==> config.mk <==
export PLATFORM = sky130hd
export DESIGN_NAME = mod_6_down_counter
export DESIGN_NICKNAME = d
export VERILOG_FILES = /design/src/rtl/mod_6_down_counter.sv
export SDC_FILE = /design/constraint.sdc
export NUM_CORES = 1
export LEC_CHECK = 0
export CAP_MARGIN = 20
export CORE_AREA = 2 2 39 41
export DETAILED_ROUTE_END_ITERATION = 10
export DIE_AREA = 0 0 41 43
export PLACE_DENSITY = 0.38
export SYNTH_ARGS = -nofsm -noshare
export SYNTH_HDL_FRONTEND = slang
export SYNTH_HIERARCHICAL = 1
export SYNTH_SLANG_ARGS = --single-unit
==> constraint.sdc <==
create_clock -name clk -period 1.2 [get_ports clk]
set_input_delay 0.24 -clock clk [delete_from_list [all_inputs] [get_ports clk]]
set_output_delay 0.24 -clock clk [all_outputs]
set_load 0.01 [all_outputs]
==> src/rtl/mod_6_down_counter.sv <==
// Mod-6 down counter (0,5,4,3,2,1,0...) with parallel load and borrow out.
// State lives in three d_ff cells; next-state logic is plain gates.

module d_ff (
   input  logic clk,
   input  logic rst,
   input  logic d,
   output logic q
);

   always_ff @(posedge clk or posedge rst) begin
      if (rst) q <= 1'b0;
      else     q <= d;
   end

endmodule

module mod_6_down_counter (
   input  logic       clk,
   input  logic       rst,
   input  logic       en,
   input  logic       ld,
   input  logic [2:0] din,
   output logic [2:0] count,
   output logic       zero,
   output logic       bo
);

   logic       illegal;
   logic [2:0] dec;
   logic [2:0] load;
   logic [2:0] nxt;

   assign zero    = ~count[2] & ~count[1] & ~count[0];
   assign illegal = count[2] & count[1];
   assign bo      = en & zero & ~rst;

   // count-1 over 1..5, with 0 wrapping to 5
   assign dec[0] = ~count[0];
   assign dec[1] = (count[1] & count[0]) | (count[2] & ~count[0]);
   assign dec[2] = zero | (count[2] & count[0]);

   // din of 6 or 7 saturates to 5
   assign load[2] = din[2];
   assign load[1] = din[1] & ~din[2];
   assign load[0] = din[0] | (din[2] & din[1]);

   // priority: ld > illegal-state recovery > en > hold
   assign nxt[2] = (ld & load[2])
                 | (~ld & illegal)
                 | (~ld & ~illegal & en & dec[2])
                 | (~ld & ~illegal & ~en & count[2]);
   assign nxt[1] = (ld & load[1])
                 | (~ld & ~illegal & en & dec[1])
                 | (~ld & ~illegal & ~en & count[1]);
   assign nxt[0] = (ld & load[0])
                 | (~ld & illegal)
                 | (~ld & ~illegal & en & dec[0])
                 | (~ld & ~illegal & ~en & count[0]);

   d_ff u_b0 (.clk(clk), .rst(rst), .d(nxt[0]), .q(count[0]));
   d_ff u_b1 (.clk(clk), .rst(rst), .d(nxt[1]), .q(count[1]));
   d_ff u_b2 (.clk(clk), .rst(rst), .d(nxt[2]), .q(count[2]));

endmodule

# Yosys cells after proc, flatten, opt, wreduce, memory -nomap -nowiden
# Cells that the tools add are included.
# word_totals
out_inout_bits	5
ram_bits	0
n_memories	0
latch_bits	0
elab_cells	45
reg_bits	3
romBits	0
# classes
reduce_logical	0
n_addsub	0
shift	0
bitwise_logic	42
n_mul	0
n_eq_ne	0
n_lt_le_gt_ge	0
mux	0
n_div	0
# ops
cell	n
$and 1x1->1	23
$or 1x1->1	11
$not 1->1	8

# Depth between registers and ports, before layout
# Gate-level depths: netlist of the first run.
# logic_depth
depth_word	7
ltp_mapped	3
depth_no_buf	3

# Cells and area by module
# Netlist of the first run, hierarchy kept.
# modules_own_cells
mod	area_each_um2	seq_area_each_um2	n_inst	cells_per_inst
mod_6_down_counter	116.4	0.0	1	17
d_ff	28.8	25.0	3	2

# Least setup slack after synthesis of the first run
# Ideal clock, no wire load.
# synth_timing
path_kind	register -> output
startpoint	reg u_b0.q
endpoint	out bo
setup_slack_ps	-111
t_required_ps	960
t_arrival_ps	1071
stages_incl_launch_ff	3
n_path_buf	0
cell_sequence	dfrtp_1 nor3_1 and3b_1
# synth_via
elab_chain_cells	4
# synth_lines
item	line	source
from (decl)	8	output logic q
from (signal assigned)	12	if (rst) q <= 1'b0;
from (signal assigned)	13	else q <= d;
$not 1->1	34	assign zero = ~count[2] & ~count[1] & ~count[0];
$and 1x1->1	34	
via zero	25	output logic zero,
$and 1x1->1 (2 in series)	36	assign bo = en & zero & ~rst;
to (decl)	26	output logic bo
# The timed path passes the listed nets, and every way through them passes these cells.

# Worst setup path after layout of the first run
# layout_timing
startpoint	reg u_b0.q
endpoint	out bo
# layout_via
elab_chain_cells	4
# layout_lines
item	line
$not 1->1	34
$and 1x1->1	34
$and 1x1->1 (2 in series)	36
# No other way between the ends.

==> results of run 1 <==
-- cells by family (layout without fill, tap and decap cells) --
logic type	after synthesis	count (layout)	synth area share, %
simple gates	9	9	34.6
compound gates	6	6	16.7
buf+inv	4	28	7.41
flops	3	3	37.0
xor+xnor	1	1	4.32
-- synthesized netlist by cell type --
cell	n	area share, %
nor2b_1	1	3.1
and4bb_1	1	6.2
nand3b_1	1	3.7
nor3b_2	1	6.2
nand2_1	1	1.9
and3b_1	1	4.3
nor3_1	1	2.5
a211oi_1	1	3.7
xnor2_1	1	4.3
a31oi_1	1	3.1
dfrtp_1	3	37
o21ai_1	2	4.9
or2b_1	1	3.7
nand2b_1	1	3.1
inv_1	4	7.4
a21oi_1	2	4.9
-- per-stage QoR --
| step | util [%] | setup WS (ns) | instances |
|---|---|---|---|
| after CTS | 31.6 | -0.169 | 62 |
| final | 32.4 | -0.154 | 63 |
| after global placement | 28.2 | -0.457 | 56 |
| after global routing | 32.4 | -0.214 | 63 |
| after detailed placement | 28.2 | -0.442 | 56 |
| after floorplan | - | 0.0171 | 23 |
-- sequential cells by signal (all words and copies together), names as in the netlist --
register / cells
u_b2/q: 1
u_b1/q: 1
u_b0/q: 1
-- critical path: cells and delay by family (launching register included) --
kind	cells	cell delay, ns
DFF	1	0.40
and+or+nand+nor	2	0.39
buffers and inverters	1	0.09
-- what timing repair did --
action / 4_1_cts / 5_1_grt
endpoints found under the hold margin: 0 / 0
setup endpoints to repair: 6 / 7
buffers inserted: 2 / 1
gates resized for setup: 20 / 3
pin swaps: 3 / 2
-- layout make-up --
cell class	instances	area share [%]
Sequential cell	3	16.8
Tap cell	16	4.47
Inverter	4	3.35
Multi-Input combinational cell	16	29.3
Timing Repair Buffer	20	40.2
Clock buffer	4	5.87
-- final timing paths --
kind / start / end
setup / recovery: u_b0/q / bo
hold / removal: rst / u_b1/q
setup reg to reg: u_b0/q / u_b2/q
hold reg to reg: u_b2/q / u_b2/q
max in group asynchronous: rst / u_b2/q
min in group clk: din[2] / u_b2/q
-- report_power, final --
group          internal [mW]  switching (mW)
Sequential             0.114          0.0134
Combinational          0.108          0.0666
Clock                  0.124          0.0472
Total                  0.346           0.127
-- cell usage in the layout (no fill, tap or decap), drive strengths merged --
cell type / instances
dfrtp: 3
a211oi: 1
and3b: 1
nor3b: 1
o21ai: 2
nand3b: 1
buf: 13
clkbuf: 4
dlygate4sd2: 1
a21oi: 2
nor2b: 1
clkdlybuf4s50: 6
nor3: 1
nand2b: 1
inv: 4
and4bb: 1
nand2: 1
or2b: 1
xnor2: 1
a31oi: 1
-- per-layer routing --
| metal | wire length (µm) | up-vias | track usage [%] |
|---|---|---|---|
| met5 | 0 | - | 0 |
| met4 | 0 | 0 | 4.00 |
| met3 | 66 | 0 | 2.09 |
| met2 | 254 | 11 | 12.2 |
| met1 | 226 | 104 | 9.29 |
| li1 | - | 128 | - |
==> flow_summary.yaml, run 1 <==
sta:
  hold_viol: 0
  min_period_ns: 1.35
  fmax_mhz: 739
  finalSetupViolCount: 6
  worst_slew_pin_slew_ns: 0.286
  timing.hold.ws_ns: 0.310
  setup_tns_ns: -0.555
  timing.final.crit_share_pct: 113
  slew_headroom_pct: 80.8
  finalClockSkew_ns: 0.00354
  setup_ws_ns: -0.154
  rsz0062_at_grt: "true"
  drv_slew: 0
final_layout:
  nets: 55
  insertedDiodeCount: 0
  drive_above_1_share_pct: 42.6
  multi_input_area_um2: 131
  fillers: 150
  syn_to_final_growth_pct: 121
  fin_area_um2: 448
  regArea_um2: 75.1
drt:
  drt_iter0_markers: 1
  routed_wl_um: 547
  drc: 0
  wl_per_cell_um: 8.68
  vias_per_cell: 3.86
  num_vias: 243
  final_antenna_net_count: 0
  firstDrtPassIters: 2
run_status:
  status: "finished, violations left"
  violations: "setup timing"
power:
  power_leakage_nw: 0.214
  finalPower_uw: 473
  peakVddDrop_mv: 0.519
  powerDensity_nw_per_um2: 1060
global_route:
  groute.usage.overall_pct: 7.82
  grt_pass1_wl_um: 931
  grt-ovfl-total: 0
  antenna_found_initial: 0
  grt_max_degree: 6
  grt_pass1_vias: 245
synthesis:
  synth_cell_types: 16
  syn-instance-count: 23
  syn_avg_cell_area_um2: 8.81
  synth_area_um2: 203
  syn_nets: 30
  ys_seq_elements: 3
  yosysSeqAreaShare_pct: 37.0
  yosys_warnings: 6
die:
  fp.dieW_um: 41
  pin_count: 12
  core-area_um2: 1380
  fp-row-count: 14
  die_y_um: 43
  die_area_um2: 1760
  start_util_pct: 14.6
setup_path:
  regToRegSetupSlack_ns: -0.09
  crit_required_ns: 0.96
  startpoint_type: "flop"
  endpoint_kind: "output port"
  rr_worst_depth: 6
  critical_path.cell_chain: "nor3_4 > and3b_2 > buf_6"
  slowest_delay_ns: 0.40
  slowest_stage: "dfrtp_1"
  critPathMaxFanout: 2
  worstPathArrival_ns: 1.11
  crit_type: "reg -> out"
clock_network:
  insertion_delay_ns: 0.23
  cts.hold.buffers_added: 0
  clock_path_buffers: 2
  clockRootBuffer: "clkbuf_4"
  htreeDepth: 1
  cts-buffers-inserted: 3
  cts.reportedPaths.clkPinSlew_ns: 0.04
  cts.sinks: 3
  cts_tree: "built"
placement:
  numPortBuffers: 11
  place.gp.congestion: 0.621
  hpwl_um: 437
  placed_area_um2: 390
run:
  cap_viol_max_count: 0
min_path:
  hp-class: "in -> async"
Power figures use the tool's default switching activity.
==> run 2, diff against run 1 <==
--- a/config.mk
+++ b/config.mk
@@ -5,10 +5,12 @@
 export SDC_FILE = /design/constraint.sdc
 export NUM_CORES = 1
 export LEC_CHECK = 0
-export CAP_MARGIN = 20
+export ABC_CLOCK_PERIOD_IN_PS = 1200
+export CAP_MARGIN = 30
 export CORE_AREA = 2 2 39 41
 export DETAILED_ROUTE_END_ITERATION = 10
 export DIE_AREA = 0 0 41 43
+export GPL_ROUTABILITY_DRIVEN = 0
 export PLACE_DENSITY = 0.38
 export SYNTH_ARGS = -nofsm -noshare
 export SYNTH_HDL_FRONTEND = slang
==> results of run 2 <==
No change in the layout: final DEF, timing and power equal those of run 1.
